### src/rtl/aes_ctrl_pkg.sv
// ============================================================================
// Module      : aes_ctrl_pkg
// Description : Shared encodings for the AES round controller: FSM states,
//               key length codes, round-type codes and round counts.
// Revision    : 1.0 - initial release
// ============================================================================
`default_nettype none

package aes_ctrl_pkg;

    typedef logic [2:0] state_t;

    localparam state_t S_IDLE    = 3'd0;
    localparam state_t S_KEYWAIT = 3'd1;
    localparam state_t S_LOAD    = 3'd2;
    localparam state_t S_ROUND   = 3'd3;
    localparam state_t S_LAST    = 3'd4;
    localparam state_t S_DONE    = 3'd5;

    localparam logic [1:0] KL_128  = 2'b00;
    localparam logic [1:0] KL_192  = 2'b01;
    localparam logic [1:0] KL_256  = 2'b10;
    localparam logic [1:0] KL_RSVD = 2'b11;

    localparam logic [1:0] RT_INIT  = 2'b00;
    localparam logic [1:0] RT_MID   = 2'b01;
    localparam logic [1:0] RT_FINAL = 2'b10;
    localparam logic [1:0] RT_DONE  = 2'b11;

    localparam logic [3:0] NR_128 = 4'd10;
    localparam logic [3:0] NR_192 = 4'd12;
    localparam logic [3:0] NR_256 = 4'd14;

    function automatic logic [3:0] nr_of(input logic [1:0] kl);
        case (kl)
            KL_192:  nr_of = NR_192;
            KL_256:  nr_of = NR_256;
            default: nr_of = NR_128;
        endcase
    endfunction

endpackage

`default_nettype wire

### src/rtl/aes_round_cnt.sv
// ============================================================================
// Module      : aes_round_cnt
// Description : Round index counter with load, up/down step, hold and a
//               terminal-value compare.
// Revision    : 1.0 - initial release
// ============================================================================
`default_nettype none

module aes_round_cnt #(
    parameter int W = 4
) (
    input  logic         clk,
    input  logic         rst,
    input  logic         load,
    input  logic [W-1:0] load_val,
    input  logic         en,
    input  logic         down,
    input  logic [W-1:0] term_val,
    output logic [W-1:0] cnt,
    output logic         at_term
);

    logic [W-1:0] cnt_q;
    logic [W-1:0] cnt_d;

    always_comb begin
        cnt_d = cnt_q;
        if (load) begin
            cnt_d = load_val;
        end else if (en) begin
            cnt_d = down ? (cnt_q - W'(1)) : (cnt_q + W'(1));
        end
    end

    always_ff @(posedge clk) begin
        if (rst) begin
            cnt_q <= '0;
        end else begin
            cnt_q <= cnt_d;
        end
    end

    assign cnt     = cnt_q;
    assign at_term = (cnt_q == term_val);

endmodule

`default_nettype wire

### src/rtl/aes_round_ctrl.sv
// ============================================================================
// Module      : aes_round_ctrl
// Description : AES round sequencing FSM. Optional macro AES_DECRYPT_EN adds
//               a decrypt input that makes the round index count down.
// Revision    : 1.0 - initial release
// ============================================================================
`default_nettype none

module aes_round_ctrl #(
    parameter int RIDX_W = 4
) (
    input  logic              clk,
    input  logic              rst,
    input  logic              start,
    input  logic [1:0]        key_len,
`ifdef AES_DECRYPT_EN
    input  logic              decrypt,
`endif
    input  logic              data_stable,
    input  logic              key_ready,
    input  logic              dp_ready,
    input  logic              abort,
    output logic              busy,
    output logic              key_req,
    output logic [1:0]        round_type_sel,
    output logic [RIDX_W-1:0] round_index,
    output logic              finished,
    output logic              cfg_err
);

    import aes_ctrl_pkg::*;

    state_t            state_q, state_d;
    logic [3:0]        nr_q, nr_d;
    logic              dec_q, dec_d;
    logic              cfg_err_q, cfg_err_d;

    logic              w_cnt_load;
    logic [RIDX_W-1:0] w_cnt_load_val;
    logic              w_cnt_en;
    logic [RIDX_W-1:0] w_nr_ext;
    logic [RIDX_W-1:0] w_term_val;
    logic              w_at_term;

    assign w_nr_ext   = RIDX_W'(nr_q);
    // Forward runs stop one short of nr; reverse runs stop at 1 so LAST lands on 0.
    assign w_term_val = dec_q ? RIDX_W'(1) : (w_nr_ext - RIDX_W'(1));

    always_comb begin
        state_d        = state_q;
        nr_d           = nr_q;
        dec_d          = dec_q;
        cfg_err_d      = 1'b0;
        w_cnt_load     = 1'b0;
        w_cnt_load_val = '0;
        w_cnt_en       = 1'b0;

        if (abort && (state_q != S_IDLE)) begin
            state_d    = S_IDLE;
            w_cnt_load = 1'b1;
        end else begin
            case (state_q)
                S_IDLE: begin
                    if (start && data_stable) begin
                        if (key_len == KL_RSVD) begin
                            cfg_err_d = 1'b1;
                        end else begin
                            nr_d    = nr_of(key_len);
`ifdef AES_DECRYPT_EN
                            dec_d   = decrypt;
`else
                            dec_d   = 1'b0;
`endif
                            state_d = S_KEYWAIT;
                        end
                    end
                end
                S_KEYWAIT: begin
                    if (key_ready) begin
                        state_d        = S_LOAD;
                        w_cnt_load     = 1'b1;
                        w_cnt_load_val = dec_q ? w_nr_ext : '0;
                    end
                end
                S_LOAD: begin
                    if (dp_ready) begin
                        state_d  = S_ROUND;
                        w_cnt_en = 1'b1;
                    end
                end
                S_ROUND: begin
                    if (dp_ready) begin
                        w_cnt_en = 1'b1;
                        if (w_at_term) begin
                            state_d = S_LAST;
                        end
                    end
                end
                S_LAST: begin
                    if (dp_ready) begin
                        state_d = S_DONE;
                    end
                end
                S_DONE: begin
                    state_d    = S_IDLE;
                    w_cnt_load = 1'b1;
                end
                default: begin
                    state_d    = S_IDLE;
                    w_cnt_load = 1'b1;
                end
            endcase
        end
    end

    always_ff @(posedge clk) begin
        if (rst) begin
            state_q   <= S_IDLE;
            nr_q      <= NR_128;
            dec_q     <= 1'b0;
            cfg_err_q <= 1'b0;
        end else begin
            state_q   <= state_d;
            nr_q      <= nr_d;
            dec_q     <= dec_d;
            cfg_err_q <= cfg_err_d;
        end
    end

    aes_round_cnt #(
        .W (RIDX_W)
    ) u_round_cnt (
        .clk      (clk),
        .rst      (rst),
        .load     (w_cnt_load),
        .load_val (w_cnt_load_val),
        .en       (w_cnt_en),
        .down     (dec_q),
        .term_val (w_term_val),
        .cnt      (round_index),
        .at_term  (w_at_term)
    );

    always_comb begin
        case (state_q)
            S_ROUND: round_type_sel = RT_MID;
            S_LAST:  round_type_sel = RT_FINAL;
            S_DONE:  round_type_sel = RT_DONE;
            default: round_type_sel = RT_INIT;
        endcase
    end

    assign busy     = (state_q != S_IDLE);
    assign key_req  = (state_q == S_KEYWAIT);
    assign finished = (state_q == S_DONE);
    assign cfg_err  = cfg_err_q;

endmodule

`default_nettype wire

### config.mk
export PLATFORM = sky130hd
export DESIGN_NAME = aes_round_ctrl
export DESIGN_NICKNAME = d
export VERILOG_FILES = /design/src/rtl/aes_ctrl_pkg.sv /design/src/rtl/aes_round_cnt.sv /design/src/rtl/aes_round_ctrl.sv
export SDC_FILE = /design/constraint.sdc
export NUM_CORES = 1
export LEC_CHECK = 0
export BUFFER_PORTS_ARGS = -buffer_cell sky130_fd_sc_hd__buf_4
export CORE_ASPECT_RATIO = 0.9
export CORE_MARGIN = 10
export CORE_UTILIZATION = 56
export DETAILED_ROUTE_END_ITERATION = 8
export GPL_TIMING_DRIVEN = 0
export MAX_ROUTING_LAYER = met4
export PLACE_DENSITY = 0.82
export SYNTH_ARGS = -nofsm -noshare
export SYNTH_HDL_FRONTEND = slang
export SYNTH_HIERARCHICAL = 1
export SYNTH_SLANG_ARGS = --single-unit
### constraint.sdc
create_clock -name clk -period 4.3 [get_ports clk]
set_input_delay 1.29 -clock clk [delete_from_list [all_inputs] [get_ports clk]]
set_output_delay 1.29 -clock clk [all_outputs]
set_load 0.01 [all_outputs]
== After elaboration in Yosys (flattened, before gate mapping) ==
Cells that the tools add are included.

* Input port bits: 9
* Output and inout port bits: 10
* Register bits: 12
* Logic and storage cells: 56

* Multiplexer cells: 19
* $add $sub $neg: 2
* Reduce and logical (&&, ||, !) cells: 11
* Bitwise operators: 4
* Eq/ne operators: 16

{| class="wikitable"
|+ Operators by type and width
! operator !! number
|-
| $mux 3 || 7
|-
| $pmux 3 s5 || 1
|-
| $ne 2x2->1 const B || 6
|-
| $mux 4 || 2
|-
| $reduce_or 4->1 || 2
|-
| $reduce_and 7->1 || 1
|-
| $eq 3x2->1 const B || 2
|-
| $eq 3x3->1 const B || 2
|-
| $mux 1 || 6
|-
| $pmux 2 s3 || 1
|-
| $pmux 3 s2 || 1
|-
| $add 4x1->4 const B || 1
|-
| $eq 2x2->1 const B || 2
|-
| $eq 4x4->1 || 1
|-
| $not 1->1 || 4
|-
| $reduce_and 4->1 || 1
|-
| $reduce_or 2->1 || 2
|-
| $sub 4x1->4 const B || 1
|-
| $eq 3x1->1 const B || 1
|-
| $logic_not 3->1 || 1
|-
| $reduce_bool 3->1 || 1
|-
| $eq 2x1->1 const B || 1
|-
| $logic_and 1x1->1 || 2
|-
| $ne 2x1->1 const B || 1
|-
| 2 further kinds || 2
|}

== Longest topological paths before layout ==
* Depth in word-level cells: 6
* Mapped depth: 9

== By module ==
The synthesis kept the hierarchy.

{| class="wikitable"
|+ By module, submodules not included
! module !! cells an instance !! area an instance (um2) !! times used
|-
| aes_round_ctrl || 61 || 481.7 || 1
|-
| aes_round_cnt || 39 || 344.1 || 1
|}

== Worst setup path after synthesis ==
OpenSTA, ideal clock, no wires.

* Kind: in2reg
* Start: input key_len[0]
* End: register state_q[1]
* Arrival time: 2.488 ns
* Stages on the path: 5
* Setup time: 0.070 ns
* Slack: 1.742 ns
* Path through: ha_1 -> nand3b_1 -> a32o_2 -> or4_1 -> a21boi_1

* Cells in the longest elaborated chain, start to end: 3

{| class="wikitable"
|+ RTL lines
! element !! RTL line !! RTL
|-
| start, declared || aes_round_ctrl.sv:15 || <nowiki>input logic [1:0] key_len,</nowiki>
|-
| $eq 2x2->1 || aes_round_ctrl.sv:65 || <nowiki>if (key_len == KL_RSVD) begin</nowiki>
|-
| $ne 2x2->1 (no line) || - ||
|-
| $reduce_and 7->1 (no line) || - ||
|-
| end signal, assigned || aes_round_ctrl.sv:123 || <nowiki>state_q <= state_d;</nowiki>
|-
| end, declared || aes_round_ctrl.sv:33 || <nowiki>state_t state_q, state_d;</nowiki>
|}

No other way between the ends.
A chain may end at the register's enable or synchronous reset.

== Final worst setup path ==
* Start: register state_q[1]
* End: output round_type_sel[0]

* Cells in the longest elaborated chain, start to end: 2
* Elaborated cells between the ends (all ways): 4
* Those cells by class: eq/ne (3); mux (1)

{| class="wikitable"
|+ RTL lines
! element !! RTL line !! RTL
|-
| $eq 3x3->1 or $eq 3x2->1 (tied branches) || aes_round_ctrl.sv:145 || <nowiki>case (state_q)</nowiki>
|-
| $pmux 2 s3 * || aes_round_ctrl.sv:145 ||
|-
| end, declared || aes_round_ctrl.sv:25 || <nowiki>output logic [1:0] round_type_sel,</nowiki>
|}

Every way passes the cells marked *; elsewhere a longest branch is shown, timed or not.

==> summary.txt <==
Power
  – Pint: 0.000337 W
  – Combinational power share: between 60% and 70%
  – Sequential share of power: about a quarter
  – Clk pwr share: between 10% and 20%
  – Sw Share: roughly 41%
  – P_sw: around 0.00023 W
  – P per Cell Area: approximately 550 nW/um2
  – Leakage Power: around 0.5 nW
  – Max IR drop VDD: between 0.3 and 0.4 mV

Synth
  – Synth Area per Inst: a little over 8 um2
  – Top cells by area, synth: dfxtp_1 24%, ha_1 7.6%, xor2_1 6.4%
  – Synth top area share: roughly a quarter
  – Synth cell types: between 40 and 50
  – Number of warnings issued by yosys: 6
  – Top FF cell, synth: dfxtp_1
  – Mapped cell area: between 800 and 900 um2
  – Sequential share of the synthesized area: approximately 24%
  – Cells after synthesis: 100
  – Yosys top cell by area: dfxtp_1
  – Number of flops mapped to enable cells by yosys: 0
  – FFs w/ async S/R, synth: 0%
  – Yosys reg bits: 10

CTS
  – Clock latency on the worst-skew pair: 0.27 ns
  – Post-cts gate resize count: 0
  – Clock root cell: clkbuf_4
  – Postcts setup bufs: 0
  – TritonCTS Buffers: 3
  – Clock H-tree levels: 1
  – Worst-path clk slew: about 0.070 ns
  – Max clock buf depth: 2
  – CTS tree: done
  – Hold_buf cts: 0
  – # clock sinks: 10

Routing
  – DR vias/cell: 5.10
  – WL per Instance: approximately 13 um
  – Routed Antenna Nets: 0
  – Vias: ~740
  – DRC: 0
  – 1st-pass router iterations: 4
  – Drt initial violations: 12
  – Post-Route WL: approximately 1.8 mm

Die
  – Io pins: 19
  – Die height: between 50 and 60 um
  – Die Area: ~3400 um2
  – Die X: roughly 60 um
  – Core ar.: 1420 um2
  – Initial Util: 58.4%
  – Core Rows: 13

Placed design
  – Buffers on Ports: 18
  – Place WS: around 1.5 ns
  – DP HPWL: 1.48 mm
  – RePlAce Congestion: 0.878

Timing
  – Setup TNS: 0 ns
  – Max Clk Rate: approximately 370 MHz
  – Crit path time final: roughly 2.7 ns
  – RSZ-0062 raised after global routing: no
  – Final setup fails: 0
  – Fin crit share: about 63%
  – Clk_skew: around 0.00065 ns
  – Max-slew violation count: 0
  – Hold Fails Final Rpt: 0
  – Worst setup margin: between 1.5 and 2 ns

Finish
  – Final nets: between 100 and 150
  – Most frequent cells in the layout: 18 x buf_4, 12 x inv_1, 10 x a21oi_1, 10 x dfxtp_1, 9 x conb_1
  – Layout cells sized above 1: 23.3%
  – Fillers: approximately 120
  – Util after Layout: between 70% and 80%
  – Area Overhead vs Synth: 26.2%
  – # diodes: 0
  – Most common cell after layout, fill and taps aside: buf_4

Flow run
  – Max cap viols: 0

Worst setup path
  – CP Max Fanout: 10
  – Crit end category: output pin
  – Worst Path Required: about 3.0 ns
  – CP arrival: 1.41 ns
  – Crit Path Class: flip-flop to output pin
  – Startpoint Class: flip-flop

GRT
  – First-pass GRT wire length: roughly 3.1 mm
  – Initial antenna violation count: 0
  – Largest net degree at the start of global routing: 11
  – Gr ovfl total: 0
  – GR Layer Usage met1: between 10% and 20%
  – Vias in the first global route: approximately 740
  – GRT met2 Usage: roughly 17%
  – M3 GR Usage: about 5.8%
  – Total track usage: ~12%
  – Gr busiest metal: met2

Outcome
  – Run status: finished, final reports clean

Min path
  – Worst hold path class: flip-flop to flip-flop
==> synthesized netlist by cell type (all sizes together), types with 2 or more instances <==
library cell	instances
inv	12
a21oi	10
dfxtp	10
nand2	6
xor2	6
ha	5
nor2	5
buf	4
a21boi	3
nand2b	3
a211o	2
conb	2
nand3	2
o21ai	2
or3b	2
xnor2	2
==> state kept, by name (all words and copies together), names as in the netlist <==
register and count:
u_round_cnt/cnt 4, nr_q 2, state_q 3, cfg_err 1
==> power by group through the flow <==
stage / logic (W) / registers (W) / clock network (W)
2_1_floorplan: 0.000240 / 0.000146 / 0
3_3_place_gp: 0.000330 / 0.000144 / 0
3_5_place_dp: 0.000342 / 0.000145 / 0
4_1_cts: 0.000344 / 0.000143 / 0.0000881
5_1_grt: 0.000381 / 0.000148 / 0.0000947
6_report: 0.000343 / 0.000142 / 0.0000851
==> logic make-up (layout without fill, tap and decap cells) <==
| logic type | after synthesis | after routing | synth area share, % |
|---|---|---|---|
| simple gates | 33 | 33 | 25.9 |
| compound gates | 24 | 24 | 19.9 |
| buf+inv | 16 | 38 | 9.39 |
| flops | 10 | 10 | 24.2 |
| xor+xnor | 8 | 8 | 8.49 |
| fa+ha+maj | 6 | 6 | 10.0 |
| other cells | 2 | 9 | 0.909 |
| mux | 1 | 1 | 1.21 |
==> cell type report <==
class                      count  area, um2  share of cell area [%]
sequential                    10        200                    19.2
tap                           15       18.8                    1.80
inverter                      12       45.0                    4.32
clock buffer                   4       36.3                    3.48
buffer                         4       32.5                    3.12
timing repair buffer          18        135                    13.0
multi-input combinational     81        574                    55.1
==> final timing paths <==
| path | endpoint | cells past startpoint | slack (ns) | start |
|---|---|---|---|---|
| max | round_type_sel[0] | 4 | 1.60 | state_q[1] |
| min | nr_q[1] | 1 | 0.46 | nr_q[1] |
| min reg2reg | nr_q[1] | 1 | 0.46 | nr_q[1] |
| max reg2reg | state_q[1] | 9 | 2.04 | nr_q[1] |
==> per-layer routing <==
metal	vias to the layer above	wire, um
met3	0	116
li1	394	-
met4	0	0
met1	325	827
met5	-	0
met2	16	856
==> per-stage QoR <==
stage / hold slack [ns] / area [um2] / instances / power, W
final: 0.464 / 1040 / 144 / 0.000571
after global routing: 0.484 / 1040 / 144 / 0.000624
after CTS: 0.468 / 1040 / 144 / 0.000575
after detailed placement: 0.453 / 1010 / 140 / 0.000487
after global placement: 0.446 / 1010 / 140 / 0.000474
after floorplan: 0.430 / 852 / 107 / 0.000385
==> critical path: stages (launching register included) <==
cell and delay, ns:
dfxtp_1 0.38, buf_6 0.16, or2b_1 0.26, a21boi_0 0.19
buf_4 0.15
No activity file was read; power rests on OpenSTA's default activity.
